File: src/rtl/coproc_hps_bridge.sv
// HPS word-bus front-end for the matrix coprocessor: collects an instruction
// and operand words, runs the coprocessor, streams status and result back.
module coproc_hps_bridge #(
   parameter int SETTLE_CYCLES  = 2,
   parameter int TIMEOUT_CYCLES = 255
) (
   input  logic         clk,
   input  logic         rst_n,
   input  logic [31:0]  in_data,
   input  logic         in_valid,
   output logic         in_ready,
   output logic [31:0]  out_data,
   output logic         out_valid,
   input  logic         out_ready,
   output logic         busy,
   output logic [2:0]   cp_op_code,
   output logic [1:0]   cp_matrix_size,
   output logic [7:0]   cp_scalar,
   output logic [199:0] cp_matrix_a,
   output logic [199:0] cp_matrix_b,
   input  logic [199:0] cp_result,
   input  logic         cp_overflow,
   input  logic         cp_done
);

   localparam int CW = $clog2(TIMEOUT_CYCLES + 1);
   localparam logic [CW-1:0] SETTLE_M1 = CW'(SETTLE_CYCLES - 1);
   localparam logic [CW-1:0] TMO_M1    = CW'(TIMEOUT_CYCLES - 1);

   typedef enum logic [2:0] {
      IDLE,
      LOAD_A,
      LOAD_B,
      EXEC,
      SEND
   } state_t;

   state_t         state;
   state_t         state_nx;
   logic [2:0]     wcnt;
   logic [CW-1:0]  ccnt;
   logic [2:0]     oidx;
   logic           err;
   logic           ovf;
   logic [199:0]   result;

   logic           xfer_in;
   logic           xfer_out;
   logic           last_w;
   logic           fin;
   logic           tmo;
   logic           last_o;
   logic           needs_b;
   logic [31:0]    status;
   logic [223:0]   rpad;
   logic [2:0]     sel;
   logic [31:0]    rword;

   // Word k lands in bits [32k+31:32k]; word 6 only fills the top byte.
   function automatic logic [199:0] put_word(
      input logic [199:0] m,
      input logic [2:0]   k,
      input logic [31:0]  d
   );
      logic [199:0] r;
      r = m;
      for (int i = 0; i < 6; i++) begin
         if (k == 3'(i)) r[32*i +: 32] = d;
      end
      if (k == 3'd6) r[199:192] = d[7:0];
      return r;
   endfunction

   assign in_ready  = (state == IDLE) || (state == LOAD_A) ||
                      (state == LOAD_B);
   assign out_valid = (state == SEND);
   assign busy      = (state != IDLE);

   assign xfer_in  = in_valid && in_ready;
   assign xfer_out = out_valid && out_ready;
   assign last_w   = (wcnt == 3'd6);
   assign fin      = (ccnt >= SETTLE_M1) && cp_done;
   assign tmo      = (ccnt == TMO_M1);
   assign last_o   = err ? (oidx == 3'd0) : (oidx == 3'd7);
   assign needs_b  = (cp_op_code == 3'b000) || (cp_op_code == 3'b001) ||
                     (cp_op_code == 3'b010);

   assign status = {27'd0, cp_op_code, err, ovf};
   assign rpad   = {24'd0, result};
   assign sel    = oidx - 3'd1;
   assign rword  = 32'(rpad >> {sel, 5'b0});

   always_comb begin
      out_data = '0;
      if (state == SEND) out_data = (oidx == 3'd0) ? status : rword;
   end

   always_ff @(posedge clk or negedge rst_n) begin
      if (!rst_n) state <= IDLE;
      else        state <= state_nx;
   end

   always_comb begin
      state_nx = state;
      unique case (state)
         IDLE: begin
            if (xfer_in)
               state_nx = (in_data[2:0] == 3'b111) ? SEND : LOAD_A;
         end
         LOAD_A: begin
            if (xfer_in && last_w) state_nx = needs_b ? LOAD_B : EXEC;
         end
         LOAD_B: begin
            if (xfer_in && last_w) state_nx = EXEC;
         end
         EXEC: begin
            if (fin || tmo) state_nx = SEND;
         end
         SEND: begin
            if (xfer_out && last_o) state_nx = IDLE;
         end
         default: state_nx = IDLE;
      endcase
   end

   always_ff @(posedge clk or negedge rst_n) begin
      if (!rst_n) begin
         wcnt           <= '0;
         ccnt           <= '0;
         oidx           <= '0;
         err            <= 1'b0;
         ovf            <= 1'b0;
         result         <= '0;
         cp_op_code     <= '0;
         cp_matrix_size <= '0;
         cp_scalar      <= '0;
         cp_matrix_a    <= '0;
         cp_matrix_b    <= '0;
      end else begin
         unique case (state)
            IDLE: begin
               if (xfer_in) begin
                  cp_op_code     <= in_data[2:0];
                  cp_matrix_size <= in_data[4:3];
                  cp_scalar      <= in_data[12:5];
                  err            <= (in_data[2:0] == 3'b111);
                  ovf            <= 1'b0;
                  cp_matrix_b    <= '0;
                  wcnt           <= '0;
                  oidx           <= '0;
               end
            end
            LOAD_A: begin
               ccnt <= '0;
               if (xfer_in) begin
                  cp_matrix_a <= put_word(cp_matrix_a, wcnt, in_data);
                  wcnt        <= last_w ? 3'd0 : wcnt + 3'd1;
               end
            end
            LOAD_B: begin
               ccnt <= '0;
               if (xfer_in) begin
                  cp_matrix_b <= put_word(cp_matrix_b, wcnt, in_data);
                  wcnt        <= last_w ? 3'd0 : wcnt + 3'd1;
               end
            end
            EXEC: begin
               ccnt <= ccnt + 1'b1;
               if (fin) begin
                  result <= cp_result;
                  ovf    <= cp_overflow;
               end else if (tmo) begin
                  err    <= 1'b1;
                  result <= '0;
               end
            end
            SEND: begin
               if (xfer_out) oidx <= last_o ? 3'd0 : oidx + 3'd1;
            end
            default: ;
         endcase
      end
   end

endmodule

File: config.mk
export PLATFORM = sky130hd
export DESIGN_NAME = coproc_hps_bridge
export DESIGN_NICKNAME = d
export VERILOG_FILES = /design/src/rtl/coproc_hps_bridge.sv
export SDC_FILE = /design/constraint.sdc
export NUM_CORES = 1
export LEC_CHECK = 0
export ABC_AREA = 0
export CORE_AREA = 2 2 270 272
export CTS_CLUSTER_SIZE = 16
export DETAILED_ROUTE_END_ITERATION = 16
export DIE_AREA = 0 0 272 274
export PLACE_DENSITY = 0.69
export SLEW_MARGIN = 20
export SYNTH_ARGS = -nofsm -noshare
export SYNTH_HDL_FRONTEND = slang
export SYNTH_SLANG_ARGS = --single-unit
File: constraint.sdc
create_clock -name clk -period 6.4 [get_ports clk]
set_input_delay 0.64 -clock clk [delete_from_list [all_inputs] [get_ports clk]]
set_output_delay 0.64 -clock clk [all_outputs]
set_load 0.01 [all_outputs]
==> insert_results.sql, run 1 <==
INSERT INTO impl_metrics (metric_group, metric, value, unit) VALUES
('status', 'result_of_the_run', 'complete, no violations', ''),
('critical_path', 'critical_path.reg2reg.startpoint', 'ccnt[1]$_DFFE_PN0P_', ''),
('power', 'report.power.total', '14.4', 'mW'),
('critical_path', 'crit_path_cell_trace', 'inv_1 > ha_2 > buf_4 > mux4_2 > o21ai_0 > o2bb2ai_1 > clkdlybuf4s50_1', ''),
('critical_path', 'reg2reg_to', 'result[125]$_DFFE_PN0P_', ''),
('cells_and_area', 'final_core_util', '49.0', '%'),
('cells_and_area', 'filler_cell_count', '6280', ''),
('yosys', 'syn_inst', '1895', ''),
('global_routing', 'globalRoute.totalOverflow', '0', ''),
('floorplan', 'num_rows', '99', ''),
('critical_path', 'worst-endpoint-required', '5.76', 'ns'),
('timing', 'timing.fmax', '0.221', 'GHz'),
('timing', 'final-max-slew-violation-count', '0', ''),
('yosys', 'synth_ff_type', 'dfrtp_1', ''),
('placement', 'gp_congestion', '0.947', ''),
('yosys', 'synth_area_leaders', 'dfrtp_1, mux2_2, a22o_1', ''),
('yosys', 'synth-edff-count', '0', ''),
('run', 'count_of_max_cap_constraint_violations', '0', ''),
('critical_path', 'slowest_delay', '0.64', 'ns'),
('routing', 'drtIter0Drc', '1580', ''),
('global_routing', 'grt_pass1_vias', '19200', ''),
('yosys', 'synth.cells.most_frequent', 'dfrtp_1, mux2_2, nand2_1', ''),
('critical_path', 'endpoint_kind', 'output pin', ''),
('cts', 'cts-root-buf', 'clkbuf_16', ''),
('placement', 'port_buffers', '685', ''),
('global_routing', 'grtUsageTotal', '24.5', '%'),
('critical_path', 'timing.critical_path.arrival', '3.89', 'ns'),
('cts', 'insertion_delay', '0.62', 'ns'),
('yosys', 'yosysWarningCount', '0', ''),
('cts', 'post_cts.repair.setup_buffers', '0', ''),
('yosys', 'synth.avg_cell_area', '13.3', 'um2'),
('timing', 'hold_viol', '0', ''),
('cts', 'cts_num_sinks', '632', ''),
('power', 'p_leak', '15.2', 'nW'),
('yosys', 'syn-cell-area', '25300', 'um2'),
('routing', 'drt_wl_total', '93300', 'um'),
('placement', 'dp_hpwl', '66500', 'um'),
('cts', 'cts_tree', 'built', ''),
('floorplan', 'initial_utilization', '35.1', '%'),
('timing', 'setup_violations', '0', ''),
('yosys', 'synth-async-reset-ratio', '100', '%'),
('cells_and_area', 'layout.area.seq', '15800', 'um2'),
('routing', 'drt_first_pass_iters', '5', ''),
('yosys', 'synth_top_cell_area_share', '62.6', '%'),
('routing', 'detailroute.via_count', '18900', ''),
('floorplan', 'design.core.area', '72000', 'um2'),
('routing', 'vias_per_cell', '5.32', ''),
('cts', 'cts-hold-fix-buffers', '0', ''),
('cells_and_area', 'multi_input_area', '8620', 'um2'),
('floorplan', 'die_area', '74500', 'um2'),
('timing', 'setup_total_negative_slack', '0', 'ns'),
('timing', 'rsz_0062_raised_after_global_routing', 'false', ''),
('min_path', 'worstHoldPathType', 'in2async', ''),
('critical_path', 'crit_slowest_cell', 'ha_2', ''),
('cts', 'ctsLongestPathBuffers', '3', ''),
('cts', 'h_tree_levels', '3', ''),
('floorplan', 'num_ports', '686', ''),
('yosys', 'post-synth-top-count-cell', 'dfrtp_1', ''),
('yosys', 'yosys.cell_types.count', '53', ''),
('cts', 'clock_input_transition_at_the_sequential_cells_of_the_worst_setup_and_hold_paths', '0.06', 'ns'),
('timing', 'relSlewSlack', '14.6', '%'),
('global_routing', 'initial_antenna_violation_count', '26', ''),
('timing', 'clock_skew', '0.0259', 'ns'),
('critical_path', 'timing.reg2reg.setup_slack', '3.48', 'ns'),
('yosys', 'postSynthRegisterBits', '632', ''),
('critical_path', 'crit_buf_inv', '3', ''),
('cells_and_area', 'drive_gt1_share', '17.0', '%'),
('critical_path', 'critPathTopFamily', 'buffers and inverters', ''),
('timing', 'worstMarginPinSlew', '1.28', 'ns'),
('routing', 'detail-route-antenna-nets', '0', ''),
('critical_path', 'worstPathMaxFanout', '46', '');
## flip-flops by register name (all words and copies together) (netlist names)
signal          cells
ovf                 1
cp_op_code          3
ccnt                8
result            200
oidx                3
cp_matrix_b       200
state               3
wcnt                3
cp_scalar           8
cp_matrix_size      2
err                 1
cp_matrix_a       200
## worst max path at each step
stage / to / slack [ns] / cells past startpoint / start
after floorplan: out_data[11] / 3.11 / 9 / oidx[0]$_DFFE_PN0P_
after global placement: out_data[0] / 2.66 / 7 / oidx[0]$_DFFE_PN0P_
after detailed placement: out_data[0] / 2.55 / 7 / oidx[0]$_DFFE_PN0P_
after CTS: out_data[0] / 1.87 / 7 / oidx[0]$_DFFE_PN0P_
after global routing: out_data[0] / 1.76 / 7 / oidx[0]$_DFFE_PN0P_
final: out_data[0] / 1.87 / 7 / oidx[0]$_DFFE_PN0P_
## where the power goes
part	switching, mW	total, mW	leakage, nW	internal (mW)
clock network	1.72	4.18	1.18	2.45
logic	2.06	4.49	5.53	2.43
registers	0.725	5.77	8.49	5.04
total	4.51	14.4	15.2	9.93
## through the flow
step	hold WS, ns	setup slack, ns	cells	instance area (um2)
2_1_floorplan	0.344	3.11	1895	25300
3_3_place_gp	0.463	2.66	3421	32800
3_5_place_dp	0.469	2.55	3421	32800
4_1_cts	0.0947	1.87	3547	35200
5_1_grt	0.128	1.76	3557	35200
6_report	0.0654	1.87	3559	35200
## routing by layer
layer | global-route usage, % | vias up | wire length, um
met1 | 32.6 | 9796 | 39200
met5 | 0 | - | 127
met4 | 10.1 | 20 | 3720
met3 | 5.73 | 173 | 6220
met2 | 38.5 | 766 | 44100
li1 | - | 8176 | -
## layout by cell type, fill, tap and decap left out, drive strengths merged, types with 4 or more instances in the layout
master and instances:
a21oi 30, a221o 5, a22o 203, and2 4, and3 6, buf 27
bufinv 5, clkbuf 99, clkdlybuf4s50 684, clkinv 18, dfrtp 632, diode 12
ha 9, inv 13, mux2 245, mux4 32, nand2 242, nand3 30
nor2 15, nor3 8, o21ai 196, o2bb2ai 37
## cells by family after synthesis
kind of cell	count (synthesis)	synth area share, %
multiplexers	280	13.9
AND/OR/NAND/NOR	328	5.58
buffers and inverters	155	3.76
adder cells (fa/ha/maj)	9	0.446
flip-flops	632	62.6
XOR/XNOR	2	0.0694
AO/OA/AOI/OAI	489	13.6
## final cells by class
cell class	count	share of cell area [%]
antenna	12	0.0852
clock buffer	99	5.77
clock inverter	27	1.07
inverter	11	0.117
multi-input combinational	1108	24.5
sequential	632	44.9
tap	959	3.40
timing repair buffer	711	20.2
Note: power is estimated with default switching activity, not from simulation.
==> run 2: changes to the inputs <==
==> constraint.sdc (replaced) <==
create_clock -name clk -period 4.49 [get_ports clk]
set_input_delay 0.449 -clock clk [delete_from_list [all_inputs] [get_ports clk]]
set_output_delay 0.449 -clock clk [all_outputs]
set_load 0.01 [all_outputs]
==> run 2 against run 1 <==
Clock skew is 0.0089 ns higher. First-iteration DRC count is 7.3% lower. Clock power is 51% higher. Cell area is 0.76% higher. Sequential share of layout area is 0.34 points lower. Worst hold slack better by 0.37 ns. Highest routed layer unchanged. Worst setup slack worse by 1.6 ns. Total power is 45% higher.
==> insert_results.sql, run 2 (same netlist as run 1, synthesis figures left out) <==
INSERT INTO impl_metrics (metric_group, metric, value, unit) VALUES
('status', 'result_of_the_run', 'complete, no violations', ''),
('critical_path', 'start_point_of_the_critical_path', 'oidx[0]$_DFFE_PN0P_', ''),
('cts', 'cts-root-buf', 'clkbuf_16', ''),
('critical_path', 'endpoint_kind', 'output pin', ''),
('cells_and_area', 'layout_top_registers', 'cp_matrix_a (200), cp_matrix_b (200), result (200)', ''),
('min_path', 'worstHoldPathType', 'in2reg', ''),
('cells_and_area', 'drive_gt1_share', '17.3', '%'),
('critical_path', 'critPathTopFamily', 'buffers and inverters', ''),
('cts', 'insertion_delay', '0.63', 'ns'),
('timing', 'final-max-slew-violation-count', '0', ''),
('floorplan', 'design.core.area', '72000', 'um2'),
('routing', 'detail-route-antenna-nets', '0', ''),
('global_routing', 'wire_length_of_the_first_global_routing_pass', '133000', 'um'),
('critical_path', 'worst-endpoint-required', '4.04', 'ns'),
('cells_and_area', 'filler_cell_count', '6279', ''),
('power', 'powerDensity', '589', 'nW/um2'),
('placement', 'gp_congestion', '0.972', ''),
('timing', 'hold_viol', '0', ''),
('timing', 'clock_skew', '0.0348', 'ns'),
('timing', 'final_worst_path_period_need', '4.26', 'ns'),
('routing', 'wl_per_cell', '25.8', 'um'),
('routing', 'drtIter0Drc', '1465', ''),
('floorplan', 'num_ports', '686', ''),
('cts', 'h_tree_levels', '3', ''),
('floorplan', 'die_area', '74500', 'um2'),
('floorplan', 'dieHeight', '274', 'um'),
('floorplan', 'floorplan.die.width', '272', 'um'),
('cells_and_area', 'flow.area_growth_from_synthesis', '40.6', '%'),
('floorplan', 'initial_utilization', '35.1', '%'),
('cells_and_area', 'design.final.nets', '2790', ''),
('min_path', 'holdCritStartpoint', 'cp_result[157]', ''),
('cts', 'numCtsBuffers', '73', ''),
('routing', 'detailroute.via_count', '18900', ''),
('cts', 'ctsLongestPathBuffers', '3', ''),
('timing', 'worstMarginPinSlew', '1.16', 'ns'),
('critical_path', 'category_of_the_most_critical_setup_path', 'reg2out', ''),
('timing', 'relSlewSlack', '22.7', '%'),
('global_routing', 'grt_max_degree', '201', ''),
('global_routing', 'grtUsageTotal', '24.1', '%'),
('timing', 'rsz_0062_raised_after_global_routing', 'false', ''),
('critical_path', 'crit_slowest_cell', 'dfrtp_4', ''),
('cells_and_area', 'mostFrequentLayoutCells', 'clkdlybuf4s50_1, dfrtp_1, mux2_2', ''),
('routing', 'drt_wl_total', '92400', 'um'),
('cells_and_area', 'final_core_util', '49.3', '%'),
('timing', 'min_period_over_period', '94.9', '%'),
('power', 'p_leak', '15.3', 'nW'),
('timing', 'setup_violations', '0', ''),
('critical_path', 'timing.critical_path.arrival', '3.81', 'ns'),
('routing', 'vias_per_cell', '5.30', ''),
('global_routing', 'grt_pass1_vias', '19200', ''),
('floorplan', 'num_rows', '99', ''),
('power', 'max-vdd-ir-drop', '0.429', 'mV'),
('cells_and_area', 'layout_commonest_cell', 'clkdlybuf4s50_1', ''),
('global_routing', 'initial_antenna_violation_count', '30', ''),
('cts', 'cts_num_sinks', '632', ''),
('routing', 'route.detailed.drc', '0', ''),
('critical_path', 'crit_buf_inv', '3', ''),
('placement', 'dp_hpwl', '66300', 'um'),
('critical_path', 'worstPathMaxFanout', '53', ''),
('routing', 'drt_first_pass_iters', '5', ''),
('critical_path', 'critical_path.reg2reg.startpoint', 'state[1]$_DFFE_PN0P_', ''),
('timing', 'timing.fmax', '0.235', 'GHz'),
('placement', 'port_buffers', '685', ''),
('critical_path', 'start_kind', 'register', ''),
('global_routing', 'globalRoute.totalOverflow', '0', ''),
('critical_path', 'crit_path_cell_trace', 'inv_1 > ha_2 > buf_12 > mux4_2 > o21ai_0 > o2bb2ai_1 > clkdlybuf4s50_1', ''),
('run', 'count_of_max_cap_constraint_violations', '0', ''),
('cts', 'cts_tree', 'built', ''),
('cts', 'clock_input_transition_at_the_sequential_cells_of_the_worst_setup_and_hold_paths', '0.06', 'ns'),
('power', 'report.power.total', '20.9', 'mW'),
('critical_path', 'slowest_delay', '0.67', 'ns'),
('timing', 'setup_total_negative_slack', '0', 'ns');
==> run 2: cell count changes in the layout (fill, tap and decap cells not counted), sizes merged <==
| cell | delta |
|---|---|
| diode | +7 |
| clkinv | -5 |
| clkbuf | +7 |
| dlygate4sd3 | +1 |
| bufinv | +3 |
| inv | +1 |
| buf | +5 |
==> run 2: path summary, 6_finish.rpt <==
kind,slack (ns),end,cells past startpoint
setup reg to reg,1.47,cp_matrix_b[134]$_DFFE_PN0P_,4
hold / removal,0.43,result[157]$_DFFE_PN0P_,2
setup / recovery,0.23,out_data[0],7
min in group asynchronous,0.51,result[74]$_DFFE_PN0P_,2
max in group asynchronous,2.84,cp_scalar[1]$_DFFE_PN0P_,3
hold reg to reg,0.48,cp_matrix_b[63]$_DFFE_PN0P_,2
==> run 2: metal layers <==
layer  vias up  global-route usage [%]  wire [um]
met5         -                       0        124
met4        22                    10.4       3880
met3       200                    6.12       6120
met2       732                    37.9      43700
met1      9798                    31.8      38500
li1       8195                       -          -
==> run 2: worst reg2reg max path, delay by kind of cell (launching register included) <==
kind	cells	cell delay [ns]
AND/OR/NAND/NOR	2	1.55
flip-flops	1	0.58
buffers and inverters	1	0.47
AO/OA/AOI/OAI	1	0.34
==> run 2: what timing repair did <==
action | in CTS | in global routing
endpoints found under the hold margin | 95 | 0
gates resized for setup | 1 | 1
endpoints found under the setup margin | 2 | 3
buffers inserted | 0 | 1
pin swaps | 0 | 0
hold buffers | 1 | 0
==> run 2: through the flow <==
| step | hold WS [ns] | area (um2) | worst slack (ns) | instances |
|---|---|---|---|---|
| after detailed placement | 0.469 | 32900 | 0.600 | 3425 |
| after global placement | 0.462 | 32900 | 0.639 | 3425 |
| after floorplan | 0.153 | 25300 | 1.39 | 1895 |
| after CTS | 0.396 | 35400 | 0.0417 | 3558 |
| after global routing | 0.412 | 35500 | 0.0661 | 3575 |
| final | 0.432 | 35500 | 0.228 | 3578 |
==> run 2: power by group <==
group | internal [mW] | switching [mW] | total, mW
clock | 3.80 | 2.50 | 6.30
combinational | 3.50 | 2.94 | 6.44
sequential | 7.19 | 0.978 | 8.17
==> run 2: cell type report <==
class | count | area, um2 | share of cell area [%]
multi-input cells | 1108 | 8620 | 24.3
diodes | 19 | 47.5 | 0.134
clock inverters | 26 | 435 | 1.23
repair buffers | 717 | 7220 | 20.3
well taps | 959 | 1200 | 3.38
clock buffers | 106 | 2130 | 6.00
inverters | 11 | 41.3 | 0.116
flip-flops and latches | 632 | 15800 | 44.6
==> run 3: changes to the inputs <==
--- a/config.mk
+++ b/config.mk
@@ -11,6 +11,7 @@
 export DETAILED_ROUTE_END_ITERATION = 16
 export DIE_AREA = 0 0 272 274
 export PLACE_DENSITY = 0.69
+export RECOVER_POWER = 25
 export SLEW_MARGIN = 20
 export SYNTH_ARGS = -nofsm -noshare
 export SYNTH_HDL_FRONTEND = slang
==> run 3 against run 2 <==
The run now ends with max-capacitance violations, max-slew violations left. Combinational power about the same. Register-to-register slack got worse by 0.05 ns. Sequential share of layout area increased by 0.057 points. Maximum frequency decreased by 0.41%. Final cell count about the same. Global-route usage unchanged. Largest cell class unchanged. Largest power group unchanged. Highest routed layer unchanged.
==> insert_results.sql, run 3 (same netlist as run 1, synthesis figures left out) <==
INSERT INTO impl_metrics (metric_group, metric, value, unit) VALUES
('status', 'result_of_the_run', 'finished with violations', ''),
('status', 'violations', 'max-capacitance violations, max-slew violations', ''),
('routing', 'route.met3.wl', '6040', 'um'),
('floorplan', 'floorplan.die.width', '272', 'um'),
('routing', 'drt_first_pass_iters', '6', ''),
('critical_path', 'reg2reg_to', 'cp_matrix_b[134]$_DFFE_PN0P_', ''),
('placement', 'gp_congestion', '0.972', ''),
('global_routing', 'wire_length_of_the_first_global_routing_pass', '133000', 'um'),
('floorplan', 'dieHeight', '274', 'um'),
('min_path', 'min_delay_path_depth', '2', ''),
('routing', 'dr.max_layer_used', 'met5', ''),
('cts', 'cts_num_sinks', '632', ''),
('floorplan', 'num_rows', '99', ''),
('critical_path', 'worstPathMaxFanout', '53', ''),
('min_path', 'holdCritStartpoint', 'cp_result[88]', ''),
('power', 'net-switching-power', '6.41', 'mW'),
('power', 'powerDensity', '589', 'nW/um2'),
('floorplan', 'design.core.area', '72000', 'um2'),
('routing', 'vias_per_cell', '5.27', ''),
('critical_path', 'ff2ff_path_depth', '4', ''),
('cells_and_area', 'layout_commonest_cell', 'clkdlybuf4s50_1', ''),
('cells_and_area', 'final_core_util', '49.3', '%'),
('cts', 'cts_tree', 'built', ''),
('critical_path', 'timing.critical_path.arrival', '3.83', 'ns'),
('cells_and_area', 'drive_gt1_share', '17.3', '%'),
('global_routing', 'globalRoute.totalOverflow', '0', ''),
('critical_path', 'timing.reg2reg.setup_slack', '1.42', 'ns'),
('timing', 'fin_worst_hold_slack', '0.433', 'ns'),
('timing', 'final_worst_path_period_need', '4.28', 'ns'),
('power', 'power.combinational.fraction', '30.8', '%'),
('routing', 'wl_per_cell', '25.8', 'um'),
('timing', 'hold_viol', '0', ''),
('power', 'switching_power_share_of_the_total', '30.7', '%'),
('critical_path', 'critical_path.reg2reg.startpoint', 'state[1]$_DFFE_PN0P_', ''),
('critical_path', 'crit_path_cell_trace', 'inv_1 > ha_2 > buf_12 > mux4_2 > o21ai_0 > o2bb2ai_1 > clkdlybuf4s50_1', ''),
('power', 'p_leak', '15.3', 'nW'),
('cts', 'insertion_delay', '0.63', 'ns'),
('timing', 'clock_skew', '0.0347', 'ns'),
('cts', 'cts-root-buf', 'clkbuf_16', ''),
('routing', 'm1WireLength', '38600', 'um'),
('cells_and_area', 'layout_top_registers', 'cp_matrix_a (200), cp_matrix_b (200), result (200)', ''),
('cells_and_area', 'design.final.nets', '2790', ''),
('critical_path', 'worst-endpoint-required', '4.04', 'ns'),
('placement', 'port_buffers', '685', ''),
('timing', 'final-max-slew-violation-count', '100', ''),
('routing', 'drtIter0Drc', '1417', ''),
('global_routing', 'grt_max_degree', '201', ''),
('timing', 'rsz_0062_raised_after_global_routing', 'false', ''),
('timing', 'timing.fmax', '0.234', 'GHz'),
('floorplan', 'initial_utilization', '35.1', '%'),
('critical_path', 'start_kind', 'register', ''),
('routing', 'met2RoutedLength', '43600', 'um'),
('run', 'count_of_max_cap_constraint_violations', '1', ''),
('cts', 'clock_input_transition_at_the_sequential_cells_of_the_worst_setup_and_hold_paths', '0.06', 'ns'),
('placement', 'dp_hpwl', '66300', 'um'),
('timing', 'worstMarginPinSlew', '2.76', 'ns'),
('timing', 'setup_total_negative_slack', '0', 'ns'),
('critical_path', 'crit_slowest_cell', 'dfrtp_4', ''),
('power', 'report.power.total', '20.9', 'mW'),
('min_path', 'holdPathEnd', 'result[88]$_DFFE_PN0P_', ''),
('power', 'clkPwrFrac', '30.1', '%'),
('min_path', 'worstHoldPathType', 'in2reg', ''),
('cts', 'numCtsBuffers', '73', ''),
('global_routing', 'initial_antenna_violation_count', '30', ''),
('cts', 'ctsLongestPathBuffers', '3', ''),
('critical_path', 'endpoint_kind', 'output pin', ''),
('critical_path', 'slowest_delay', '0.67', 'ns'),
('power', 'cell_internal_pwr', '14.5', 'mW'),
('timing', 'relSlewSlack', '-84.3', '%'),
('power', 'sequentialPowerShare', '39.1', '%'),
('cells_and_area', 'mostFrequentLayoutCells', 'clkdlybuf4s50_1, dfrtp_1, mux2_2', ''),
('routing', 'route.detailed.drc', '0', ''),
('timing', 'setup_violations', '0', ''),
('critical_path', 'category_of_the_most_critical_setup_path', 'reg2out', ''),
('routing', 'detail-route-antenna-nets', '0', ''),
('global_routing', 'grt_pass1_vias', '19200', ''),
('routing', 'detailroute.via_count', '18900', ''),
('floorplan', 'num_ports', '686', ''),
('cells_and_area', 'flow.area_growth_from_synthesis', '40.4', '%'),
('timing', 'min_period_over_period', '95.3', '%'),
('global_routing', 'grtUsageTotal', '24.1', '%'),
('cts', 'h_tree_levels', '3', ''),
('power', 'max-vdd-ir-drop', '0.429', 'mV'),
('routing', 'drt_wl_total', '92300', 'um'),
('floorplan', 'die_area', '74500', 'um2');
[run 3: power groups by stage]
| stage | Sequential (mW) | Clock (mW) | Combinational [mW] |
|---|---|---|---|
| after detailed placement | 8.21 | 0 | 6.44 |
| after global routing | 8.33 | 6.67 | 6.78 |
| after global placement | 8.16 | 0 | 6.33 |
| after floorplan | 8.42 | 0 | 2.50 |
| after CTS | 8.15 | 6.42 | 6.47 |
| final | 8.16 | 6.30 | 6.43 |
[run 3: metal layers]
metal  track usage, %  vias to the layer above
met3             6.12                      198
met2             37.9                      722
met4             10.4                       22
met1             31.8                     9720
met5                0                        -
li1                 -                     8200
[run 3: per-stage QoR]
step                      instances  area [um2]  worst slack, ns
after floorplan                1895       25300             1.39
after global placement         3425       32900            0.639
after detailed placement       3425       32900            0.600
after CTS                      3558       35400           0.0417
after global routing           3575       35500           0.0661
final                          3576       35500            0.210
[run 3: final cells by class]
cell class | count | area (um2)
fill | 6284 | 36500
sequential | 632 | 15800
multi-input combinational | 1108 | 8620
timing repair buffer | 717 | 7180
clock buffer | 106 | 2130
tap | 959 | 1200
clock inverter | 26 | 435
antenna | 17 | 42.5
inverter | 11 | 41.3
[run 3: worst max path at each step]
stage,end,cells after the start,startpoint,slack (ns)
final,out_data[0],7,oidx[0]$_DFFE_PN0P_,0.21
after global routing,out_data[0],7,oidx[0]$_DFFE_PN0P_,0.07
after CTS,out_data[0],7,oidx[0]$_DFFE_PN0P_,0.04
after detailed placement,out_data[0],6,oidx[0]$_DFFE_PN0P_,0.60
after global placement,out_data[0],6,oidx[0]$_DFFE_PN0P_,0.64
after floorplan,out_data[11],9,oidx[0]$_DFFE_PN0P_,1.39
[run 3: critical path: cells and delay by family (launching register included)]
family | cells | cell delay, ns
buf+inv | 3 | 1.01
fa+ha+maj | 1 | 0.64
mux | 1 | 0.35
flops | 1 | 0.67
compound gates | 2 | 0.52
[run 3: what timing repair did]
| item | 4_1_cts | 5_1_grt |
|---|---|---|
| endpoints found under the hold margin | 95 | 0 |
| endpoints found under the setup margin | 2 | 3 |
| resized for setup | 1 | 1 |
| hold buffers | 1 | 0 |
| buffers inserted | 0 | 1 |
